**config.mk**
```make
export PLATFORM = sky130hd
export DESIGN_NAME = sram_line_packer
export DESIGN_NICKNAME = d
export VERILOG_FILES = /design/src/rtl/sram_line_packer_pkg.sv /design/src/rtl/sram_line_packer_line_assembler.sv /design/src/rtl/sram_line_packer.sv
export SDC_FILE = /design/constraint.sdc
export NUM_CORES = 1
export LEC_CHECK = 0
export BUFFER_PORTS_ARGS = -buffer_cell sky130_fd_sc_hd__buf_2
export CORE_MARGIN = 5
export CORE_UTILIZATION = 47
export DETAILED_ROUTE_END_ITERATION = 8
export GPL_TIMING_DRIVEN = 0
export PLACE_DENSITY = 0.7
export SKIP_LAST_GASP = 1
export SLEW_MARGIN = 40
export SYNTH_ARGS = -nofsm -noshare
export SYNTH_HDL_FRONTEND = slang
export SYNTH_SLANG_ARGS = --single-unit
```
**constraint.sdc**
```tcl
create_clock -name clock -period 2.2 [get_ports clock]
set_clock_uncertainty 0.2 [all_clocks]
set_input_delay 0.33 -clock clock [delete_from_list [all_inputs] [get_ports clock]]
set_output_delay 0.33 -clock clock [all_outputs]
set_load 0.03 [all_outputs]
```
**src/rtl/sram_line_packer_pkg.sv**
```systemverilog
// Shared constants and state encoding for the SRAM line packer/unpacker pair.
// Five 48-bit entries make one 240-bit pattern SRAM line.
package sram_line_packer_pkg;
  localparam int ENTRY_W = 48;
  localparam int ENTRIES = 5;
  localparam int ADDR_W  = 8;
  localparam int LINE_W  = ENTRY_W * ENTRIES;
  localparam int SLOT_W  = $clog2(ENTRIES + 1);

  typedef enum logic [1:0] {
    ST_FILL  = 2'd0,
    ST_WRITE = 2'd1,
    ST_DONE  = 2'd2
  } state_e;
endpackage

```
**src/rtl/sram_line_packer_line_assembler.sv**
```systemverilog
// Slot counter plus line buffer; entry 0 lands in the most significant slot.
// o_line_nxt is the buffer with the current load applied.
module sram_line_packer_line_assembler
  import sram_line_packer_pkg::*;
(
  input  logic              clock,
  input  logic              reset,
  input  logic              i_load,
  input  logic              i_clear,
  input  logic [ENTRY_W-1:0] i_data,
  output logic [SLOT_W-1:0] o_slot,
  output logic [LINE_W-1:0] o_line_nxt
);

  logic [SLOT_W-1:0] r_slot;
  logic [LINE_W-1:0] r_line;
  logic [LINE_W-1:0] w_line_nxt;

  always_comb begin
    w_line_nxt = r_line;
    if (i_load) begin
      for (int k = 0; k < ENTRIES; k++) begin
        if (r_slot == SLOT_W'(k))
          w_line_nxt[ENTRY_W*(ENTRIES-k)-1 -: ENTRY_W] = i_data;
      end
    end
  end

  always_ff @(posedge clock or negedge reset) begin
    if (!reset) begin
      r_slot <= '0;
      r_line <= '0;
    end else if (i_clear) begin
      r_slot <= '0;
      r_line <= '0;
    end else if (i_load) begin
      r_slot <= r_slot + 1'b1;
      r_line <= w_line_nxt;
    end
  end

  assign o_slot     = r_slot;
  assign o_line_nxt = w_line_nxt;

endmodule

```
**src/rtl/sram_line_packer.sv**
```systemverilog
// Packs a 48-bit entry stream into 240-bit lines and writes them to the
// pattern SRAM at a self-incrementing address until LAST_ADDR is filled.
module sram_line_packer
  import sram_line_packer_pkg::*;
#(
  parameter int BASE_ADDR = 0,
  parameter int LAST_ADDR = 255
) (
  input  logic               clock,
  input  logic               reset,
  input  logic               in_valid,
  input  logic [ENTRY_W-1:0] in_data,
  output logic               in_ready,
  input  logic               flush,
  input  logic               restart,
  output logic               wr_en,
  output logic [ADDR_W-1:0]  wr_addr,
  output logic [LINE_W-1:0]  wr_data,
  output logic [ADDR_W:0]    line_count,
  output logic               done
);

  state_e            r_state;
  logic              r_ready;
  logic              r_wr_en;
  logic [ADDR_W-1:0] r_wr_addr;
  logic [LINE_W-1:0] r_wr_data;
  logic [ADDR_W:0]   r_count;
  logic              r_done;

  logic              w_accept;
  logic              w_clear;
  logic              w_last;
  logic              w_go;
  logic [SLOT_W-1:0] w_slot;
  logic [LINE_W-1:0] w_line_nxt;

  assign w_accept = in_valid && r_ready;
  assign w_clear  = (r_state == ST_WRITE);
  assign w_last   = (w_slot == SLOT_W'(ENTRIES - 1));
  // flush only closes a line that holds at least one entry
  assign w_go     = flush ? (w_accept || (w_slot != '0))
                          : (w_accept && w_last);

  sram_line_packer_line_assembler u_asm (
    .clock      (clock),
    .reset      (reset),
    .i_load     (w_accept),
    .i_clear    (w_clear),
    .i_data     (in_data),
    .o_slot     (w_slot),
    .o_line_nxt (w_line_nxt)
  );

  always_ff @(posedge clock or negedge reset) begin
    if (!reset) begin
      r_state   <= ST_FILL;
      r_ready   <= 1'b0;
      r_wr_en   <= 1'b0;
      r_wr_addr <= ADDR_W'(BASE_ADDR);
      r_wr_data <= '0;
      r_count   <= '0;
      r_done    <= 1'b0;
    end else begin
      unique case (r_state)
        ST_FILL: begin
          r_ready <= 1'b1;
          if (w_go) begin
            r_state   <= ST_WRITE;
            r_ready   <= 1'b0;
            r_wr_en   <= 1'b1;
            r_wr_data <= w_line_nxt;
          end
        end
        ST_WRITE: begin
          r_wr_en <= 1'b0;
          r_count <= r_count + 1'b1;
          if (r_wr_addr == ADDR_W'(LAST_ADDR)) begin
            r_state <= ST_DONE;
            r_done  <= 1'b1;
          end else begin
            r_state   <= ST_FILL;
            r_ready   <= 1'b1;
            r_wr_addr <= r_wr_addr + 1'b1;
          end
        end
        ST_DONE: begin
          if (restart) begin
            r_state   <= ST_FILL;
            r_ready   <= 1'b1;
            r_wr_addr <= ADDR_W'(BASE_ADDR);
            r_count   <= '0;
            r_done    <= 1'b0;
          end
        end
        default: r_state <= ST_FILL;
      endcase
    end
  end

  assign in_ready   = r_ready;
  assign wr_en      = r_wr_en;
  assign wr_addr    = r_wr_addr;
  assign wr_data    = r_wr_data;
  assign line_count = r_count;
  assign done       = r_done;

endmodule

```
==> results.toml <==
[floorplan]
die_y_um = 225.5
die_w_um = 225.5
fp-row-count = 79
io_pins = 313
die_area_mm2 = 0.05083
core_area_mm2 = 0.04626
initial_utilization_pct = 47.17

[cts]
cts_tree = "built"
cts_htree_levels = 2
clk_latency_ps = 600
cts_made_buffers = 52
cts_buffer_depth = 3
clkTransAtPathRegs_ps = 70
cts-root-buf = "clkbuf_16"
cts_sinks = 505

[pwr]
clkPwrFrac_pct = 24.0
finalPower_mw = 37.60
seq_power_share_pct = 33.2
switchingPower_mw = 14.15
powerDensity_mw_per_mm2 = 1356
vdd_drop_max_v = 0.0009327
combPwrFrac_pct = 42.8
p_leak_nw = 14.73
p_int_mw = 23.45
p_sw_share_pct = 37.64

[timing]
fmax_mhz = 412.3
fin_crit_sh_pct = 110.2
worst_pin_slew_ps = 715.7
worst_slack_ps = -225.4
setup_violations = 240
slew_violations = 0
rsz0062_at_grt = "true"
hold_violations = 0
min_period_ps = 2425
finalHoldWorstSlack_ps = 20.91
relSlewSlack_pct = 52.28

[worst_setup_path]
cp_cell_sequence = "inv_2 > ha_4 > inv_2 > o31a_1 > o21ai_4 > clkbuf_16 > clkbuf_16 > buf_12 > buf_12 > mux2_4"
critical_path_class = "register to register"
crit_fanout = 5
crit_path_start_kind = "register"
cp_data_arrival_time_ps = 2700
critPathMaxStageDelay_ps = 410
cp_slowest_cell = "dfrtp_1"
required_ps = 2470
cp-end-kind = "register"

[finish]
area_growth_pct = 27.08
multiInputGateArea_mm2 = 0.008974
drive_above_1_share_pct = 48.50
n_fill_cell = 3617
nets = 1958
seq_area_mm2 = 0.01264

[detailed_routing]
ant_nets = 0
num_vias = 14540
viasPerCell = 5.714
first_pass_iters = 5
drt_iter0_drc = 925
route.detailed.drc = 0
drt_wl_total_mm = 62.93
wl_per_cell_um = 24.73

[outcome]
violations = "setup timing"
run_status = "finished with violations"

[synth]
yosys-top-cells-area = "dfrtp_1 58%, mux2_2 19%, a22o_1 9.7%, mux2_1 6.2%, buf_1 0.88%"
synth_top_area_share_pct = 57.92
syn_avg_cell_area_um2 = 14.31
yosys.cell_count.top_type = "dfrtp_1"
ys_warn_count = 0
yosysTopAreaCell = "dfrtp_1"
synth_fp_nets = 1589
synth_area_mm2 = 0.02182
synth-async-reset-ratio_pct = 100.0
synth_edf_count = 0
synth-main-ff-cell = "dfrtp_1"
ys_types = 45
synth_seq_cells = 505
yosys-top-cells-count = "505 x dfrtp_1, 360 x mux2_2, 242 x a22o_1"
synth_seq_area_share_pct = 57.92
syn_inst = 1525

[job]
maxCapViolations = 0

[global_route]
antenna_found_initial = 2
grt_use_total_pct = 23.93
grt_pass1_wl_mm = 94.39
grt-ovfl-total = 0
grt_pass1_vias = 15180
grt_max_degree = 80

[placement]
io_buffer_count = 264
dp_hpwl_mm = 41.29
place.gp.congestion = 0.8112
post-place-ws_ps = -1032

[worst_hold_path]
hp-class = "input pin to async pin"
## cell usage in the layout, fill, tap and decap left out, drive strengths merged, types with 4 or more instances in the layout
cell and instances:
a22o 242, clkinv 6, clkbuf 132, nor2 20
nor3 5, mux2i 5, a21oi 9, nand3 5
mux2 481, dfrtp 505, ha 11, nand2 22
xnor2 8, nor4 4, inv 13, o21ai 8
buf 417
## final cells by class
cell class | count | share of cell area, %
Sequential cell | 505 | 45.59
Multi-Input combinational cell | 853 | 32.36
Timing Repair Buffer | 327 | 8.764
Clock buffer | 81 | 5.704
Buffer | 145 | 4.070
Tap cell | 607 | 2.739
Clock inverter | 15 | 0.6092
Inverter | 10 | 0.1444
Antenna cell | 2 | 0.01805
## flip-flops by register name (all words and copies together), names as in the netlist
signal,cells
r_state,2
line_count,9
u_asm.r_line,240
u_asm.o_slot,3
wr_addr,8
wr_en,1
done,1
in_ready,1
wr_data,240
## power by group through the flow
stage | Clock, mW | Sequential [mW] | Combinational (mW)
final | 9.04 | 12.5 | 16.1
after detailed placement | 0 | 12.5 | 13.0
after floorplan | 0 | 14.9 | 6.31
after global routing | 9.57 | 12.6 | 17.0
after CTS | 9.20 | 12.4 | 15.0
after global placement | 0 | 12.5 | 12.7
## timing repair
item | in CTS | in global routing
hold buffers | 3 | 0
setup buffers | 20 | 18
cloned | 13 | 5
gates resized for setup | 154 | 178
pin swaps | 7 | 5
hold endpoints to repair | 245 | 0
endpoints found under the setup margin | 484 | 435
## cells by family (layout without fill, tap and decap cells)
family	count (synthesis)	in the layout	share of synthesized area, %
AO/OA/AOI/OAI	277	277	10.82
XOR/XNOR	8	8	0.3212
adder cells (fa/ha/maj)	11	11	0.6308
buffers and inverters	167	578	3.727
flip-flops	505	505	57.92
multiplexers	486	486	25.05
other	0	2	0
AND/OR/NAND/NOR	71	71	1.525
## worst max-delay path, delay by kind of cell, from the launching register on
kind,cells,cell delay (ps)
muxes,1,300
AOI/OAI and AO/OA,2,520
buffers and inverters,6,730
adders and majority gates,1,140
DFF,1,410
## through the flow
step	instance area (µm²)	cells	util, %	setup TNS, ps
after floorplan	21900	1525	-	0
final	27730	2545	59.94	-36180
after global routing	27730	2545	59.94	-56220
after detailed placement	24190	2403	52.29	-193100
after CTS	27090	2532	58.57	-54620
after global placement	23980	2396	51.84	-4924430
## path summary, 6_finish.rpt
kind	slack (ps)	startpoint	cells past startpoint	endpoint
max reg2reg	-230	u_asm.o_slot[0]$_DFFE_PN0P_	10	wr_data[95]$_DFFE_PN0P_
min in group clock	30	in_data[5]	2	u_asm.r_line[5]$_DFFE_PN0P_
min	20	reset	2	wr_addr[4]$_DFFE_PN0P_
max	-230	u_asm.o_slot[0]$_DFFE_PN0P_	10	wr_data[95]$_DFFE_PN0P_
min reg2reg	290	wr_data[66]$_DFFE_PN0P_	1	wr_data[66]$_DFFE_PN0P_
max in group asynchronous	360	reset	5	u_asm.r_line[32]$_DFFE_PN0P_
## per-layer routing
metal / vias to the layer above / share of wire, % / GRT usage [%]
met5: - / 0 / 0
met4: 0 / 3.3 / 8.141
li1: 6350 / - / -
met2: 481 / 46 / 36.85
met3: 113 / 7.0 / 5.536
met1: 7599 / 44 / 33.75
(Power assumes the default switching activity.)
